### config.mk
export PLATFORM = sky130hd
export DESIGN_NAME = memory_arbiter
export DESIGN_NICKNAME = d
export VERILOG_FILES = /design/src/rtl/memory_arbiter.sv
export SDC_FILE = /design/constraint.sdc
export NUM_CORES = 1
export LEC_CHECK = 0
export BUFFER_PORTS_ARGS = -buffer_cell sky130_fd_sc_hd__buf_2
export CAP_MARGIN = 10
export CORE_AREA = 2 2 107 109
export DETAILED_ROUTE_END_ITERATION = 10
export DIE_AREA = 0 0 109 111
export GPL_ROUTABILITY_DRIVEN = 1
export PLACE_DENSITY = 0.75
export SETUP_SLACK_MARGIN = 0.3
export SYNTH_ARGS = -nofsm -noshare
export SYNTH_HDL_FRONTEND = slang
export SYNTH_SLANG_ARGS = --single-unit
export TNS_END_PERCENT = 50
### constraint.sdc
create_clock -name clock_i -period 3.6 [get_ports clock_i]
set_input_delay 0.18 -clock clock_i [delete_from_list [all_inputs] [get_ports clock_i]]
set_output_delay 0.18 -clock clock_i [all_outputs]
set_load 0.1 [all_outputs]
### src/rtl/memory_arbiter.sv
// memory_arbiter: shares one single-port synchronous memory between NUM_PORTS requesters.
// Arbitration is round-robin by default; define MEMORY_ARB_FIXED_PRIORITY_EN for fixed
// priority, where the lowest-index requester always wins.
module memory_arbiter #(
    parameter int NUM_PORTS        = 2,
    parameter int MEMORY_BUS_WIDTH = 32,
    parameter int MEM_LAT          = 1
) (
    input  logic                                  clock_i,
    input  logic                                  reset_i,
    input  logic [NUM_PORTS-1:0]                  req_i,
    input  logic [4*NUM_PORTS-1:0]                wb_i,
    input  logic [MEMORY_BUS_WIDTH*NUM_PORTS-1:0] addr_i,
    input  logic [MEMORY_BUS_WIDTH*NUM_PORTS-1:0] wdata_i,
    output logic [NUM_PORTS-1:0]                  gnt_o,
    output logic [NUM_PORTS-1:0]                  rvalid_o,
    output logic [MEMORY_BUS_WIDTH-1:0]           rdata_o,
    output logic [MEMORY_BUS_WIDTH-1:0]           mem_addr_in_o,
    output logic [MEMORY_BUS_WIDTH-1:0]           mem_data_in_o,
    output logic [3:0]                            mem_wb_in_o,
    input  logic [MEMORY_BUS_WIDTH-1:0]           mem_data_out_i
);
    localparam int PW = $clog2(NUM_PORTS);
    localparam logic [NUM_PORTS-1:0] ONE = {{(NUM_PORTS-1){1'b0}}, 1'b1};

    typedef enum logic [1:0] {IDLE, ACCESS, WAIT} state_t;

    state_t                      state_q;
    logic [PW-1:0]               sel_q;
    logic [PW-1:0]               win_d;
    logic [2:0]                  cnt_q;
    logic [NUM_PORTS-1:0]        gnt_q;
    logic [NUM_PORTS-1:0]        rvalid_q;
    logic [MEMORY_BUS_WIDTH-1:0] rdata_q;
    logic [MEMORY_BUS_WIDTH-1:0] addr_q;
    logic [MEMORY_BUS_WIDTH-1:0] data_q;
    logic [3:0]                  wb_q;
`ifndef MEMORY_ARB_FIXED_PRIORITY_EN
    logic [PW-1:0]               ptr_q;
`endif

    function automatic logic [PW-1:0] wrap(input int v);
        return PW'(v % NUM_PORTS);
    endfunction

    // Winner search: iterate from the farthest candidate down so the closest requester wins.
    always_comb begin
        win_d = '0;
        for (int i = NUM_PORTS - 1; i >= 0; i--)
`ifdef MEMORY_ARB_FIXED_PRIORITY_EN
            if (req_i[PW'(i)]) win_d = PW'(i);
`else
            if (req_i[wrap(int'(ptr_q) + i)]) win_d = wrap(int'(ptr_q) + i);
`endif
    end

    // Transaction FSM: IDLE samples requests, ACCESS drives the memory, WAIT covers read latency.
    always_ff @(posedge clock_i) begin
        if (reset_i) begin
            state_q  <= IDLE;
            sel_q    <= '0;
            cnt_q    <= '0;
            gnt_q    <= '0;
            rvalid_q <= '0;
            rdata_q  <= '0;
            addr_q   <= '0;
            data_q   <= '0;
            wb_q     <= '0;
`ifndef MEMORY_ARB_FIXED_PRIORITY_EN
            ptr_q    <= '0;
`endif
        end else begin
            gnt_q    <= '0;
            rvalid_q <= '0;
            case (state_q)
                IDLE: if (|req_i) begin
                    addr_q  <= addr_i[int'(win_d)*MEMORY_BUS_WIDTH +: MEMORY_BUS_WIDTH];
                    data_q  <= wdata_i[int'(win_d)*MEMORY_BUS_WIDTH +: MEMORY_BUS_WIDTH];
                    wb_q    <= wb_i[int'(win_d)*4 +: 4];
                    gnt_q   <= ONE << win_d;
                    sel_q   <= win_d;
                    state_q <= ACCESS;
`ifndef MEMORY_ARB_FIXED_PRIORITY_EN
                    ptr_q   <= wrap(int'(win_d) + 1);
`endif
                end
                ACCESS: begin
                    wb_q    <= '0;
                    cnt_q   <= 3'(MEM_LAT - 1);
                    state_q <= (wb_q != '0) ? IDLE : WAIT;
                end
                WAIT: if (cnt_q == '0) begin
                    rdata_q  <= mem_data_out_i;
                    rvalid_q <= ONE << sel_q;
                    state_q  <= IDLE;
                end else begin
                    cnt_q <= cnt_q - 3'd1;
                end
                default: state_q <= IDLE;
            endcase
        end
    end

    assign gnt_o         = gnt_q;
    assign rvalid_o      = rvalid_q;
    assign rdata_o       = rdata_q;
    assign mem_addr_in_o = addr_q;
    assign mem_data_in_o = data_q;
    assign mem_wb_in_o   = wb_q;
endmodule

==> summary.txt, run 1 <==
Clocking
  – # hold bufs at CTS: 0
  – Worst-path clk slew: 0.07 ns
  – Clock buffer depth: 2
  – Num CTS Buffers: 9
  – Clk_lat worst skew: between 0.3 and 0.4 ns
  – H-tree levels: 3
  – CTS resizes: 0
  – CTS root buf: clkbuf_16
  – Clk sinks: 111
  – Post-CTS Setup Bufs: 0
  – TritonCTS clock tree: yes

Worst hold path
  – Worst hold path type: input port to flip-flop
  – Min-Delay Startpoint: wdata_i[2]

Detailed routing
  – Avg WL per Cell: about 15 um
  – Total number of vias: 4565
  – DR pass1 iterations: 6
  – Routed vias/inst: 5.24
  – WL final: 12900 um
  – DRC marker count from the first detailed-route iteration: 371
  – DRC: 0
  – Final ANT Viol Nets: 0

Timing
  – Max Slew Vio Count: 0
  – Worst relative slew slack: 41.7%
  – Worst-margin pin slew: 0.872 ns
  – Post-layout min period: 1.89 ns
  – Hold Vio Cnt, Final: 0
  – Period utilization: 52.5%
  – RSZ-0062 raised after global routing: no
  – Post-route setup TNS: 0 ns
  – Final setup vio count: 0
  – Layout Skew: 0.00860 ns
  – Final setup margin: 1.71 ns
  – Achievable frequency: around 530 MHz

Critical path
  – Worst Path Buf+Inv: 1
  – Critical path data arrival time: roughly 2.2 ns
  – Critical Path, Cell by Cell: nor2_1, o21ai_4, buf_4, a22oi_1, a21oi_2
  – Worst-path maximum fanout: 31
  – CP Launch Type: flip-flop
  – Slowest cell on crit path: dfxtp_1
  – Slowest stage delay, CP: 0.54 ns
  – Critical path origin: state_q[0]
  – Family with the most delay on the worst path: compound AO/OA/AOI/OAI gates
  – Critical path class: flip-flop to flip-flop
  – FF-to-FF Start: state_q[0]
  – Worst Path Required: 3.87 ns
  – Crit. End Element: flip-flop

Placed design
  – Dpl hpwl: 9170 um
  – # port buffers: ~280
  – Routability cong.: 0.825
  – Setup slack after placement: 1.38 ns

Yosys
  – Asr flop ratio synth: 0%
  – #FFs+latches synth: 111
  – Post-synth EDFFs: 0
  – Post-Syn Area: ~4300 um2
  – Prevailing post-synth register cell: dfxtp_1
  – Syn_area_per_cell: around 9 um2
  – Synth Warn #: 0
  – Post-synth cell types: 36
  – Sequential share of the synthesized area: 51.7%
  – Synthesized net count: about 650
  – Post-Synthesis Cells: 471

Floorplan
  – Die width: roughly 110 um
  – Row count: 39
  – Initial Utilization: about two fifths
  – Core box area: 11100 um2
  – Die Area: approximately 12000 um2
  – Boundary Pins: 276
  – Die height: between 100 and 150 um

Finish
  – Area of the multi-input gates: 1860 um2
  – Layout cells sized above 1: 45.6%
  – P&R area growth vs syn: 39.9%
  – Util after Layout: 54.3%
  – Sequential cell area: 2220 um2
  – Fill count: ~1000
  – Antenna fix cells: 0
  – Layout Nets: roughly 900

Run status
  – Status: finished clean

Global route
  – First-pass GRT wire length: 20100 um
  – Gr usage total: 20.4%
  – Antenna violations before repair: 0
  – Largest net degree at the start of global routing: between 70 and 80
  – Vias in the first global route: 4349
  – Grt total ovfl: 0

Flow run
  – Max-cap violations: 0

Power and ir drop
  – Worst vdd ir: 0.000241 V
  – Cell area power density: 571 nW/um2
  – Pleak: approximately 2.8 nW
[where the power goes]
| part | total [mW] | internal [mW] | switching, mW |
|---|---|---|---|
| clock | 0.948 | 0.509 | 0.439 |
| combinational | 1.12 | 0.244 | 0.877 |
| sequential | 1.37 | 1.32 | 0.0525 |
| total | 3.44 | 2.07 | 1.37 |
[metal layers]
layer | wire length (um) | global-route usage, %
met1 | 5270 | 24.9
met2 | 6420 | 35.1
met3 | 907 | 3.47
met4 | 296 | 8.29
met5 | 0 | 0
[synthesized netlist by cell type (2+ instances only)]
library cell,n,area (um2)
dfxtp_1,111,2220
o21ai_0,3,15.0
buf_6,4,45.0
a222oi_1,28,280
buf_4,3,22.5
nor3b_1,7,52.6
buf_1,3,11.3
inv_1,6,22.5
nand2_1,103,387
clkbuf_1,20,75.1
a221o_1,3,30.0
nor2b_1,2,12.5
nor3_1,2,10.0
ha_1,2,25.0
a21oi_2,17,149
a22oi_2,10,125
nor2_1,36,135
buf_2,11,55.1
a22oi_1,26,195
a21oi_1,58,290
[worst paths after layout]
check	slack [ns]	endpoint	cells after the start
worst max-delay path	1.71	mem_data_in_o[25]	5
worst min-delay path	0.07	mem_data_in_o[2]	3
worst max register to register	1.71	mem_data_in_o[25]	5
worst min register to register	0.44	rvalid_o[0]	1
[worst reg2reg max path, delay by kind of cell (launching register included)]
family                 cells  cell delay [ns]
and+or+nand+nor            1             0.17
buffers and inverters      1             0.46
DFF                        1             0.54
AOI/OAI and AO/OA          3             0.66
[placed cells by master, fill, tap and decap left out, types with 2 or more instances in the layout]
cell	netlist	layout
a21oi_1	58	58
a21oi_2	17	17
a221o_1	3	3
a222oi_1	28	28
a22oi_1	26	26
a22oi_2	10	10
buf_2	11	274
buf_4	3	8
clkbuf_16	0	9
clkbuf_8	0	2
clkinv_4	0	2
dfxtp_1	111	111
ha_1	2	2
inv_1	6	6
nand2_1	103	103
nor2_1	36	36
nor2b_1	2	2
nor3_1	2	2
nor3b_1	7	7
o21ai_0	3	3
[sequential cells by signal, summed over array words and instances, names as in the netlist]
signal,flops
gnt_o,2
rvalid_o,2
sel_q,1
rdata_o,32
mem_wb_in_o,4
mem_data_in_o,32
cnt_q,3
mem_addr_in_o,32
ptr_q,1
state_q,2
[stage by stage]
step           area (um2)  power, mW  hold WS [ns]  instances
5_1_grt              6020       3.58        0.0646        871
3_3_place_gp         5710       2.49         0.412        854
3_5_place_dp         5710       2.51         0.418        854
6_report             6020       3.44        0.0698        871
4_1_cts              6000       3.46        0.0573        870
2_1_floorplan        4300       2.28         0.272        471
[cells by family (layout without fill, tap and decap cells)]
logic type | Yosys count | in the layout | synth area share (%)
buf+inv | 48 | 305 | 5.73
flops | 111 | 111 | 51.7
compound gates | 151 | 151 | 26.3
simple gates | 159 | 159 | 15.8
fa+ha+maj | 2 | 2 | 0.582
[cell type report]
type                    count  area share, %
flip-flops and latches    111           36.9
multi-input cells         312           30.9
repair buffers            283           24.1
clock buffers              12           4.26
well taps                 143           2.97
clock inverters             4          0.499
inverters                   6          0.374
Power figures use the tool's default switching activity.
==> run 2, diff against run 1 <==
CORE_AREA = unset   (was 2 2 107 109)
CORE_ASPECT_RATIO = 1.2   (was unset)
CORE_UTILIZATION = 38   (was unset)
DIE_AREA = unset   (was 0 0 109 111)
PLACE_DENSITY = 0.76   (was 0.75)
clock period = 1.64 ns   (was 3.6 ns; I/O delays follow)
==> run 2 against run 1 <==
  * Highest routed layer unchanged
  * Via count up 16%
  * Combinational power increased to 2.6 times the previous value
  * Largest cell class is now non-clock buffers
  * Core utilization up 14 points
  * First-iteration DRC count up 7.8%
  * Flip-flop and latch count is the same
==> summary.txt, run 2 (same netlist as run 1, synthesis figures left out) <==
Critical path
  – CP Launch Type: flip-flop (unchanged)
  – Worst Path Required: 1.90 ns (was 3.87 ns)
  – FF-to-FF Start: cnt_q[0] (was state_q[0])
  – Worst Path Buf+Inv: 3 (was 1)
  – Crit. End Element: flip-flop (unchanged)
  – Most used cell, CP: ha_4
  – Critical Path, Cell by Cell: inv_4, ha_4, ha_4, nor3b_4, buf_4, clkbuf_16, nand2_1, a21oi_1 (was nor2_1, o21ai_4, buf_4, a22oi_1, a21oi_2)
  – Critical path class: flip-flop to flip-flop (unchanged)
  – Critical path origin: cnt_q[0] (was state_q[0])
  – Slowest stage delay, CP: 0.36 ns (was 0.54 ns)
  – Critical path data arrival time: 1.87 ns (was 2.16 ns)
  – Family with the most delay on the worst path: buffers and inverters (was compound AO/OA/AOI/OAI gates)
  – Worst-path maximum fanout: 16 (was 31)
  – Slowest cell on crit path: dfxtp_4 (was dfxtp_1)

Detailed routing
  – DRC: 0 (unchanged)
  – Total number of vias: 5292 (was 4565)
  – Final ANT Viol Nets: 0 (unchanged)
  – Routed vias/inst: 5.48 (was 5.24)
  – Avg WL per Cell: 17.7 um (was 14.8 um)
  – DRC marker count from the first detailed-route iteration: 400 (was 371)
  – DR pass1 iterations: 10 (was 6)
  – WL final: 17100 um (was 12900 um)

Global route
  – Met3 usage: 5.44% (was 3.47%)
  – Grt total ovfl: 0 (unchanged)
  – Largest net degree at the start of global routing: 58 (was 73)
  – Gr usage total: 25.3% (was 20.4%)
  – Vias in the first global route: 5178 (was 4349)
  – Antenna violations before repair: 0 (unchanged)
  – GR met2 Demand/Resource: 48.6% (was 35.1%)
  – GR peak layer: met2 (unchanged)
  – Met1 Track Usage GR: 25.9% (was 24.9%)
  – First-pass GRT wire length: 23800 um (was 20100 um)

Clocking
  – Num CTS Buffers: 9 (unchanged)
  – CTS root buf: clkbuf_16 (unchanged)
  – H-tree levels: 3 (unchanged)
  – Clk sinks: 111 (unchanged)
  – Clock buffer depth: 2 (unchanged)
  – Clk_lat worst skew: 0.34 ns (about the same)
  – Worst-path clk slew: 0.07 ns (about the same)
  – TritonCTS clock tree: yes (unchanged)

Floorplan
  – Initial Utilization: 39.0% (was 38.8%)
  – Die Area: 11800 um2 (was 12100 um2)
  – Core box area: 11000 um2 (was 11100 um2)
  – Die height: 119 um (was 111 um)
  – Row count: 42 (was 39)
  – Die width: 99.1 um (was 109 um)
  – Boundary Pins: 276 (unchanged)

Timing
  – Layout Skew: 0.0106 ns (was 0.00860 ns)
  – Hold Vio Cnt, Final: 0 (unchanged)
  – Post-layout min period: 1.61 ns (was 1.89 ns)
  – Worst-margin pin slew: 0.538 ns (was 0.872 ns)
  – Post-route setup TNS: 0 ns (unchanged)
  – Achievable frequency: 622 MHz (was 530 MHz)
  – Final setup vio count: 0 (unchanged)
  – Max Slew Vio Count: 0 (unchanged)
  – Worst relative slew slack: 64.1% (was 41.7%)
  – Period utilization: 98.1% (was 52.5%)
  – Worst hold slack: 0.00475 ns (was 0.0698 ns)
  – RSZ-0062 raised after global routing: yes (was no)
  – Final setup margin: 0.0315 ns (was 1.71 ns)

Finish
  – Util after Layout: 68.0% (was 54.3%)
  – Leading cell types in the layout, fill and taps excluded: buf_2, dfxtp_1, nand2_1 (unchanged)
  – Layout cells sized above 1: 48.4% (was 45.6%)
  – Commonest non-fill, non-tap cell in the layout: buf_2 (unchanged)
  – Layout Nets: 1003 (was 897)
  – Fill count: 792 (was 1031)
  – Antenna fix cells: 0 (unchanged)
  – P&R area growth vs syn: 74.5% (was 39.9%)

Placed design
  – Dpl hpwl: 9340 um (was 9170 um)
  – # port buffers: 275 (unchanged)
  – Setup slack after placement: 0.0631 ns (was 1.38 ns)
  – Routability cong.: 0.826 (was 0.825)

Flow run
  – Max-cap violations: 0 (unchanged)

Power and ir drop
  – Cell area power density: 1090 nW/um2 (was 571 nW/um2)
  – Pleak: 3.42 nW (was 2.77 nW)
  – Worst vdd ir: 0.000571 V (was 0.000241 V)
  – Power Total: 8.17 mW (was 3.44 mW)

Worst hold path
  – Min-Delay Startpoint: wdata_i[62] (was wdata_i[2])
  – Worst hold path type: input port to flip-flop (unchanged)

Run status
  – Status: finished clean (unchanged)
[run 2: worst min-delay path, delay by kind of cell]
kind            cells  cell delay (ns)
buf+inv             1             0.08
compound gates      1             0.08
simple gates        1             0.08
[run 2: power by group]
part	internal [mW]	switching (mW)
logic	0.834	2.08
clock network	1.21	1.03
registers	2.89	0.127
total	4.93	3.24
[run 2: what timing repair did]
action | 4_1_cts | 5_1_grt
cloned | 4 | 8
hold buffers | 77 | 1
gates resized for setup | 15 | 34
pin swaps | 21 | 36
buffers inserted | 8 | 5
endpoints found under the setup margin | 105 | 108
endpoints found under the hold margin | 76 | 1
[run 2: layout make-up]
| cell class | count | area [um2] | share of cell area, % |
|---|---|---|---|
| Timing Repair Buffer | 389 | 2720 | 36.3 |
| Sequential cell | 111 | 2240 | 29.9 |
| Multi-Input combinational cell | 312 | 2050 | 27.2 |
| Clock buffer | 9 | 225 | 3.00 |
| Tap cell | 132 | 165 | 2.20 |
| Clock inverter | 7 | 77.6 | 1.03 |
| Inverter | 6 | 25.0 | 0.333 |
[run 2: through the flow]
stage / cell area [um2] / cells
after floorplan: 4460 / 471
after global placement: 5890 / 847
after detailed placement: 5890 / 847
after CTS: 7160 / 952
after global routing: 7510 / 966
final: 7510 / 966
[run 2: metal layers]
| layer | vias up | share of wire [%] |
|---|---|---|
| li1 | 2402 | - |
| met1 | 2494 | 34 |
| met2 | 334 | 54 |
| met3 | 62 | 8.4 |
| met4 | 0 | 4.1 |
| met5 | - | 0 |
[run 2: final timing paths]
check	slack [ns]	endpoint	cells past startpoint
setup reg to reg	0.03	rdata_o[26]	8
setup / recovery	0.03	rdata_o[26]	8
hold reg to reg	0.45	rdata_o[14]	2
hold / removal	0.005	mem_data_in_o[30]	3
